`config.mk`:
```
export PLATFORM = sky130hd
export DESIGN_NAME = gtxe2_chnl_pll_lockmon_flat
export DESIGN_NICKNAME = d
export VERILOG_FILES = /design/src/rtl/gtxe2_chnl_pll_lockmon_if.sv /design/src/rtl/gtxe2_chnl_pll_lockmon.sv /design/src/flat_wrapper.sv
export SDC_FILE = /design/constraint.sdc
export NUM_CORES = 1
export LEC_CHECK = 0
export CAP_MARGIN = 20
export CORE_MARGIN = 1.5
export CORE_UTILIZATION = 64
export DETAILED_ROUTE_END_ITERATION = 8
export PLACE_DENSITY = 0.85
export SLEW_MARGIN = 5
export SYNTH_ARGS = -nofsm -noshare
export SYNTH_HDL_FRONTEND = slang
export SYNTH_SLANG_ARGS = --single-unit
```
`constraint.sdc`:
```
create_clock -name ref_clk -period 3.93 [get_ports ref_clk]
set_input_delay 0.786 -clock ref_clk [delete_from_list [all_inputs] [get_ports ref_clk]]
set_output_delay 0.786 -clock ref_clk [all_outputs]
set_load 0.05 [all_outputs]
```
`src/rtl/gtxe2_chnl_pll_lockmon_if.sv`:
```
// Control and status bundle of the PLL lock monitor.
// The master drives the controls and fb_tick; the slave reports lock status.
interface gtxe2_chnl_pll_lockmon_if #(
  parameter int unsigned CW = 16
) ();
  logic          pd;
  logic          lock_en;
  logic          fb_tick;
  logic          locked;
  logic          fb_lost;
  logic          lock_lost;
  logic [1:0]    state;
  logic [CW-1:0] win_count;

  modport master (
    output pd, lock_en, fb_tick,
    input  locked, fb_lost, lock_lost, state, win_count
  );

  modport slave (
    input  pd, lock_en, fb_tick,
    output locked, fb_lost, lock_lost, state, win_count
  );
endinterface

```
`src/rtl/gtxe2_chnl_pll_lockmon.sv`:
```
// PLL lock monitor: counts feedback ticks per fixed ref_clk window and declares
// lock after enough consecutive good windows, dropping it after enough bad ones.
module gtxe2_chnl_pll_lockmon #(
  parameter int unsigned WINDOW         = 256,
  parameter int unsigned EXPECTED       = 128,
  parameter int unsigned TOLERANCE      = 2,
  parameter int unsigned LOCK_WINDOWS   = 3,
  parameter int unsigned UNLOCK_WINDOWS = 2,
  parameter int unsigned STARTUP        = 16,
  parameter int unsigned CW             = 16
) (
  input  logic                     ref_clk,
  input  logic                     reset,
  gtxe2_chnl_pll_lockmon_if.slave  bus
);

  localparam int unsigned GW = (LOCK_WINDOWS > 1) ? $clog2(LOCK_WINDOWS + 1) : 1;
  localparam int unsigned BW = (UNLOCK_WINDOWS > 1) ? $clog2(UNLOCK_WINDOWS + 1) : 1;
  // Bounds held in 32 bits so EXPECTED-TOLERANCE never wraps.
  localparam int unsigned LO = (EXPECTED > TOLERANCE) ? (EXPECTED - TOLERANCE) : 0;
  localparam int unsigned HI = EXPECTED + TOLERANCE;

  typedef enum logic [1:0] {
    StOff  = 2'd0,
    StWait = 2'd1,
    StAcq  = 2'd2,
    StLock = 2'd3
  } state_e;

  state_e        state_q, state_d;
  logic [CW-1:0] startup_q, startup_d;
  logic [CW-1:0] pos_q, pos_d;
  logic [CW-1:0] tick_q, tick_d;
  logic [CW-1:0] win_q, win_d;
  logic [GW-1:0] good_q, good_d;
  logic [BW-1:0] bad_q, bad_d;
  logic          fb_lost_q, fb_lost_d;
  logic          lock_lost_q, lock_lost_d;

  logic [CW-1:0] cnt;
  logic [31:0]   cnt_ext;
  logic          win_close;
  logic          win_good;
  logic [GW-1:0] good_inc;
  logic [BW-1:0] bad_inc;

  always_comb begin
    cnt       = tick_q + {{(CW-1){1'b0}}, bus.fb_tick};
    cnt_ext   = 32'(cnt);
    win_close = (pos_q == CW'(WINDOW - 1));
    win_good  = (cnt_ext >= LO) && (cnt_ext <= HI);
    good_inc  = (good_q == GW'(LOCK_WINDOWS)) ? good_q : good_q + GW'(1);
    bad_inc   = (bad_q == BW'(UNLOCK_WINDOWS)) ? bad_q : bad_q + BW'(1);

    state_d     = state_q;
    startup_d   = startup_q;
    pos_d       = pos_q;
    tick_d      = tick_q;
    win_d       = win_q;
    good_d      = good_q;
    bad_d       = bad_q;
    fb_lost_d   = fb_lost_q;
    lock_lost_d = 1'b0;

    if (bus.pd) begin
      state_d   = StOff;
      startup_d = '0;
      pos_d     = '0;
      tick_d    = '0;
      win_d     = '0;
      good_d    = '0;
      bad_d     = '0;
      fb_lost_d = 1'b0;
    end else begin
      unique case (state_q)
        StOff: begin
          state_d   = StWait;
          startup_d = '0;
        end
        StWait: begin
          if (startup_q == CW'(STARTUP - 1)) begin
            state_d = StAcq;
            pos_d   = '0;
            tick_d  = '0;
          end else begin
            startup_d = startup_q + CW'(1);
          end
        end
        StAcq, StLock: begin
          if (!bus.lock_en) begin
            // Forced restart: no window evaluation and no lock_lost pulse.
            state_d = StAcq;
            pos_d   = '0;
            tick_d  = '0;
            good_d  = '0;
            bad_d   = '0;
          end else if (win_close) begin
            pos_d     = '0;
            tick_d    = '0;
            win_d     = cnt;
            fb_lost_d = (cnt == '0);
            if (state_q == StAcq) begin
              if (win_good) begin
                good_d = good_inc;
                if (good_inc == GW'(LOCK_WINDOWS)) begin
                  state_d = StLock;
                  bad_d   = '0;
                end
              end else begin
                good_d = '0;
              end
            end else begin
              if (!win_good) begin
                bad_d = bad_inc;
                if (bad_inc == BW'(UNLOCK_WINDOWS)) begin
                  state_d     = StAcq;
                  lock_lost_d = 1'b1;
                  good_d      = '0;
                  bad_d       = '0;
                end
              end else begin
                bad_d = '0;
              end
            end
          end else begin
            pos_d  = pos_q + CW'(1);
            tick_d = cnt;
          end
        end
        default: state_d = StOff;
      endcase
    end
  end

  always_ff @(posedge ref_clk or posedge reset) begin
    if (reset) begin
      state_q     <= StOff;
      startup_q   <= '0;
      pos_q       <= '0;
      tick_q      <= '0;
      win_q       <= '0;
      good_q      <= '0;
      bad_q       <= '0;
      fb_lost_q   <= 1'b0;
      lock_lost_q <= 1'b0;
    end else begin
      state_q     <= state_d;
      startup_q   <= startup_d;
      pos_q       <= pos_d;
      tick_q      <= tick_d;
      win_q       <= win_d;
      good_q      <= good_d;
      bad_q       <= bad_d;
      fb_lost_q   <= fb_lost_d;
      lock_lost_q <= lock_lost_d;
    end
  end

  assign bus.locked    = (state_q == StLock);
  assign bus.fb_lost   = fb_lost_q;
  assign bus.lock_lost = lock_lost_q;
  assign bus.state     = state_q;
  assign bus.win_count = win_q;

endmodule

```
`src/flat_wrapper.sv`:
```
// flat-port wrapper written by rule: the top's interface ports become plain ports
module gtxe2_chnl_pll_lockmon_flat 
#(
  parameter int unsigned WINDOW         = 256,
  parameter int unsigned EXPECTED       = 128,
  parameter int unsigned TOLERANCE      = 2,
  parameter int unsigned LOCK_WINDOWS   = 3,
  parameter int unsigned UNLOCK_WINDOWS = 2,
  parameter int unsigned STARTUP        = 16,
  parameter int unsigned CW             = 16
)
  (ref_clk, reset, bus_pd, bus_lock_en, bus_fb_tick, bus_locked, bus_fb_lost, bus_lock_lost, bus_state, bus_win_count);
  gtxe2_chnl_pll_lockmon_if #(.CW(CW)) bus_i ();
  input  logic ref_clk;
  input  logic reset;
  input wire logic [$bits(bus_i.pd)-1:0] bus_pd;
  input wire logic [$bits(bus_i.lock_en)-1:0] bus_lock_en;
  input wire logic [$bits(bus_i.fb_tick)-1:0] bus_fb_tick;
  output wire logic [$bits(bus_i.locked)-1:0] bus_locked;
  output wire logic [$bits(bus_i.fb_lost)-1:0] bus_fb_lost;
  output wire logic [$bits(bus_i.lock_lost)-1:0] bus_lock_lost;
  output wire logic [$bits(bus_i.state)-1:0] bus_state;
  output wire logic [$bits(bus_i.win_count)-1:0] bus_win_count;
  assign bus_i.pd = bus_pd;
  assign bus_i.lock_en = bus_lock_en;
  assign bus_i.fb_tick = bus_fb_tick;
  assign bus_locked = bus_i.locked;
  assign bus_fb_lost = bus_i.fb_lost;
  assign bus_lock_lost = bus_i.lock_lost;
  assign bus_state = bus_i.state;
  assign bus_win_count = bus_i.win_count;
  gtxe2_chnl_pll_lockmon #(.WINDOW(WINDOW), .EXPECTED(EXPECTED), .TOLERANCE(TOLERANCE), .LOCK_WINDOWS(LOCK_WINDOWS), .UNLOCK_WINDOWS(UNLOCK_WINDOWS), .STARTUP(STARTUP), .CW(CW)) u_core (.ref_clk(ref_clk), .reset(reset), .bus(bus_i));
endmodule
```
# Word level (Yosys, flattened, before mapping)
# Cells that the tools add are included.
[op_classes]
add_sub_neg = 5
order_cmp = 2
n_eq_ne = 21
n_mux = 56
n_reduce_logical = 15
[ops]
columns = ["operator", "n"]
rows = [
  ["2-to-1 mux 16 bit", 13],
  ["case mux 16 bit (2 select lines)", 3],
  ["2-to-1 mux 2 bit", 28],
  ["adder 16 x 1 -> 16 bit (second input constant)", 2],
  ["adder 16 x 1 -> 16 bit", 1],
  ["equality test 16 x 4 -> 1 bit (second input constant)", 1],
  ["equality test 16 x 8 -> 1 bit (second input constant)", 1],
  [">= comparator 16 x 7 -> 1 bit (second input constant)", 1],
  ["less-or-equal comparator 16 x 8 -> 1 bit (second input constant)", 1],
  ["zero test 16 bit", 1],
  ["equality test 2 bit (second input constant)", 6],
  ["2-to-1 mux 1 bit", 11],
  ["!= test 5 bit (second input constant)", 2],
  ["!= test 4 x 3 -> 1 bit (second input constant)", 2],
  ["!= test 4 bit (second input constant)", 2],
  ["AND reduction 4 bit", 2],
  ["!= test 3 x 2 -> 1 bit (second input constant)", 2],
  ["case mux 2 bit (3 select lines)", 1],
  ["AND reduction 6 bit", 1],
  ["nonzero test 2 bit", 3],
  ["nonzero test 3 bit", 2],
  ["!= test 5 x 3 -> 1 bit (second input constant)", 1],
  ["!= test 5 x 4 -> 1 bit (second input constant)", 1],
  ["adder 2 x 1 -> 2 bit (second input constant)", 2],
  ["other kinds (8)", 9],
]
[word_totals]
ff_bits = 72
wordCells = 108

# Logic depth before layout (Yosys ltp)
[depth]
ltp_word = 10
mapped_depth = 9
depth_no_buf = 8

# Worst setup path before layout
# Ideal clock, no wire load.
[synth_timing]
path_kind = "input to register"
start = "input port bus_fb_tick"
end = "register u_core.bad_q[1]"
arrival_time_ns = 2.620
path_slack_ns = 1.166
stages = 9
cell_sequence = "ha_1 ha_1 buf_2 nand3_1 nor4_2 mux2i_1 nand4_1 nor2_1 a2111oi_0"
[synth_between]
elab_chain_len = 9
word_cells_on_any_way = 12
[synth_lines]
columns = ["element", "line_no", "source"]
rows = [
  ["start: declaration", "flat_wrapper.sv:18", "input wire logic [$bits(bus_i.fb_tick)-1:0] bus_fb_tick;"],
  ["adder 16 x 1 -> 16 bit (*)", "gtxe2_chnl_pll_lockmon.sv:48", "cnt = tick_q + {{(CW-1){1'b0}}, bus.fb_tick};"],
  [">= comparator 16 x 7 -> 1 bit / less-or-equal comparator 16 x 8 -> 1 bit (equally long branches)", "gtxe2_chnl_pll_lockmon.sv:51", "win_good = (cnt_ext >= LO) && (cnt_ext <= HI);"],
  ["logical AND 1 bit (*)", "gtxe2_chnl_pll_lockmon.sv:51", ""],
  ["2-to-1 mux 2 bit", "gtxe2_chnl_pll_lockmon.sv:113", "if (!win_good) begin"],
  ["2-to-1 mux 2 bit", "gtxe2_chnl_pll_lockmon.sv:102", "if (state_q == StAcq) begin"],
  ["2-to-1 mux 2 bit", "gtxe2_chnl_pll_lockmon.sv:97", "end else if (win_close) begin"],
  ["2-to-1 mux 2 bit", "gtxe2_chnl_pll_lockmon.sv:90", "if (!bus.lock_en) begin"],
  ["2-to-1 mux 2 bit", "gtxe2_chnl_pll_lockmon.sv:75", "unique case (state_q)"],
  ["2-to-1 mux 2 bit", "gtxe2_chnl_pll_lockmon.sv:65", "if (bus.pd) begin"],
  ["end signal: assignment", "gtxe2_chnl_pll_lockmon.sv:143", "bad_q <= '0;"],
  ["end signal: assignment", "gtxe2_chnl_pll_lockmon.sv:153", "bad_q <= bad_d;"],
  ["end: declaration", "gtxe2_chnl_pll_lockmon.sv:36", "logic [BW-1:0] bad_q, bad_d;"],
]
# Mark *: on every way between the ends. The rest lies on a longest branch, timed or not. The select of a mux whose other input is x is not followed.
# A chain may end at the register's enable or synchronous reset.

# Worst setup path in the final report
# Same ends and word-level chain as after synthesis.

==> flow_summary.ini <==
[sta]
setup_tns_ns = 0
maxSlewHeadroom = 0.4234
worst_slew_pin_slew_ns = 0.8648
post-route-min-period_ns = 3.214
hold_violations = 0
hold_slack_ns = 0.5129
finalSetupViolCount = 0
rsz0062_at_grt = no
max_freq_mhz = 311.1
final_max_slew_viol_count = 0
fin_crit_sh = 0.8179
finClkSkew_ns = 0.01167

[global_routing]
grt_pass1_vias = 3136
use_met2 = 0.4620
antenna_found_initial = 0
top_usage_layer = met2
grt_max_degree = 40
track_usage = 0.2871
gr-usage-met1 = 0.3796
grt_overflow = 0
grt_first_pass_wirelength_mm = 14.40
use_met3 = 0.05556

[synthesis]
syn_area_um2 = 3935
ys.warnings.count = 0
syn_area_per_cell_um2 = 8.964
seq_area_frac_synth = 0.4579
ys.flop_type = dfrtp_1
synth_top_area_frac = 0.4579
synth.distinct_cells = 52
synth_area_leaders = dfrtp_1 46%, nor2_1 5.7%, o21ai_0 5.0%
async_flop_share = 1.000
synth_cells = 439
syn_nets = 450
ys_ff_latch = 72
synth_edf_count = 0
yosysTopAreaCell = dfrtp_1

[critical_path]
rr_worst_depth = 7
cpMostUsedCell = ha_1
cpMaxStageDelayCell = clkdlybuf4s50_1
worstPathCellList = clkdlybuf4s50_1, ha_1, ha_1, nand3_1, o31a_1, nor4_1, nand4_1, nor2_1, a2111oi_0
setup.worst_path.end_class = flip-flop
cpPeakStageDelay_ns = 0.48
start_kind = input port
cp_max_fo = 9
critPathRequiredTime_ns = 4.13
critPathKind = in2reg
cp.arrival_ns = 3.41

[clocking]
postCtsSetupBuffers = 0
clock_path_buffers = 2
cts_tree = done
cts_resized = 0
numCtsBuffers = 9
cts_sinks = 72
clk_pin_slew_worst_paths_ns = 0.07
ctsHoldBuffers = 0
clk_latency_ns = 0.35
cts-root-buf = clkbuf_8
htreeDepth = 3

[placed_design]
place_inst = 519
place.detailed.hpwl_mm = 5.881
io_buffer_count = 25
gp_congestion = 0.8461

[pwr]
power_frac_clock = 0.422
p_leak_nw = 1.781
p_sw_mw = 0.3625
combPwrFrac = 0.072
p_int_mw = 1.158
swShare = 0.2385
pwr-share-seq = 0.506
pwr_density_cell_nw_per_um2 = 341.5
ir_drop_mv = 0.2557

[layout]
ff_latch_area_um2 = 1802
final_util = 0.7517
fin_cells = 535
drive_above_1_share = 0.06087
fillers = 432
diodes = 0
nets = 466
syn_to_final_growth_pct = 13.10
multi_input_area_um2 = 1988

[floorplan]
core_um2 = 5921
io_pins = 26
initial_utilization = 0.6646
die_h_um = 81.41
die_w_um = 81.41
num_rows = 28
die-area_um2 = 6628

[drt]
drt.antenna.violating_nets = 0
num_vias = 3388
vias_per_cell = 6.333
wirelength_mm = 8.739
drc = 0
routedWlPerCell_um = 16.33
first_pass_iters = 5
first_iter_violations = 329

[run]
maxCapViolCount = 0

[worst_hold_path]
min_path_type = reg2reg
hold_path_depth = 1

[status]
status = completed
-- worst max-delay path: cells and delay by family --
| kind | cells | cell delay [ns] |
|---|---|---|
| simple gates | 4 | 1.11 |
| compound gates | 2 | 0.59 |
| buf+inv | 1 | 0.48 |
| fa+ha+maj | 2 | 0.44 |
-- area by class of cell --
class | count | share of cell area
inverters | 8 | 0.006747
clock inverters | 3 | 0.01462
clock buffers | 13 | 0.03346
well taps | 75 | 0.02109
multi-input cells | 331 | 0.4467
repair buffers | 33 | 0.07253
flip-flops and latches | 72 | 0.4048
-- synthesized netlist by cell type (3+ instances only) --
master	number
o211ai_1	5
a21oi_1	15
dfrtp_1	72
o31ai_1	6
clkbuf_1	18
or3_1	5
nor4_1	11
xor2_1	11
a211oi_1	13
o2111ai_1	3
nor2_1	60
o21ai_0	39
nand4_1	9
mux2i_1	5
nand2_1	38
or4_1	3
and2_1	4
and3_1	5
nor2b_1	3
and4_1	6
a22o_1	6
inv_1	8
o31a_1	4
buf_2	8
xnor2_1	17
o21ai_1	6
a31oi_1	3
nor3_1	7
nand3_1	15
ha_1	6
-- layer usage --
metal	share of wire	vias up	wire length [um]
li1	-	1621	-
met1	0.44	1636	3884
met2	0.48	113	4195
met3	0.057	18	497
met4	0.018	0	161
met5	0	-	0
-- kinds of logic (layout without fill, tap and decap cells) --
logic type | Yosys count | in the layout | synth area share
AO/OA/AOI/OAI | 115 | 115 | 0.1870
XOR/XNOR | 28 | 28 | 0.06232
adder cells (fa/ha/maj) | 6 | 6 | 0.01908
buffers and inverters | 36 | 57 | 0.03784
flip-flops | 72 | 72 | 0.4579
multiplexers | 5 | 5 | 0.01272
AND/OR/NAND/NOR | 177 | 177 | 0.2232
-- power groups by stage --
stage                     Combinational, mW  Clock (mW)  Sequential [mW]
final                                 0.109       0.641            0.769
after global routing                  0.121       0.687            0.771
after CTS                             0.110       0.647            0.768
after detailed placement              0.110           0            0.783
after global placement                0.108           0            0.782
after floorplan                      0.0683           0            0.785
-- final timing paths --
kind                                      from  slack (ns)                       end
setup / recovery                   bus_fb_tick        0.72           u_core.bad_q[1]
hold / removal             u_core.startup_q[9]        0.51       u_core.startup_q[9]
setup reg to reg              u_core.pos_q[13]        1.11           u_core.pos_q[5]
hold reg to reg            u_core.startup_q[9]        0.51       u_core.startup_q[9]
max in group asynchronous                reset        2.41           u_core.pos_q[8]
min in group asynchronous                reset        0.87  u_core.bus.win_count[14]
-- state kept, by name (all words and copies together), names as in the netlist --
signal	flops
u_core.bus.state	2
u_core.pos_q	16
u_core.tick_q	16
u_core.good_q	2
u_core.bus.lock_lost	1
u_core.bus.win_count	16
u_core.bad_q	2
u_core.bus.fb_lost	1
u_core.startup_q	16
-- per-stage QoR --
stage	area, um2	setup slack [ns]	power [mW]
6_report	4451	0.7155	1.520
5_1_grt	4451	0.4843	1.579
4_1_cts	4451	0.7178	1.525
3_5_place_dp	4237	0.3569	0.8926
3_3_place_gp	4237	0.4560	0.8905
2_1_floorplan	3935	1.166	0.8537
-- cell usage in the layout, fill, tap and decap left out, drive strengths merged, types with 4 or more instances in the layout --
cell type | netlist | routed
o31ai | 6 | 6
buf | 10 | 8
a21oi | 15 | 15
o21ai | 45 | 45
o211ai | 5 | 5
inv | 8 | 8
or4 | 4 | 4
and3 | 5 | 5
a22o | 6 | 6
nand3 | 15 | 15
xor2 | 11 | 11
xnor2 | 17 | 17
nor2 | 60 | 60
clkdlybuf4s50 | 0 | 25
a211oi | 13 | 13
nand2 | 38 | 38
and4 | 6 | 6
or3 | 5 | 5
nand4 | 9 | 9
ha | 6 | 6
mux2i | 5 | 5
clkbuf | 18 | 13
o31a | 4 | 4
nor3 | 7 | 7
and2 | 5 | 5
nor4 | 13 | 13
dfrtp | 72 | 72
No activity file was read; power rests on OpenSTA's default activity.
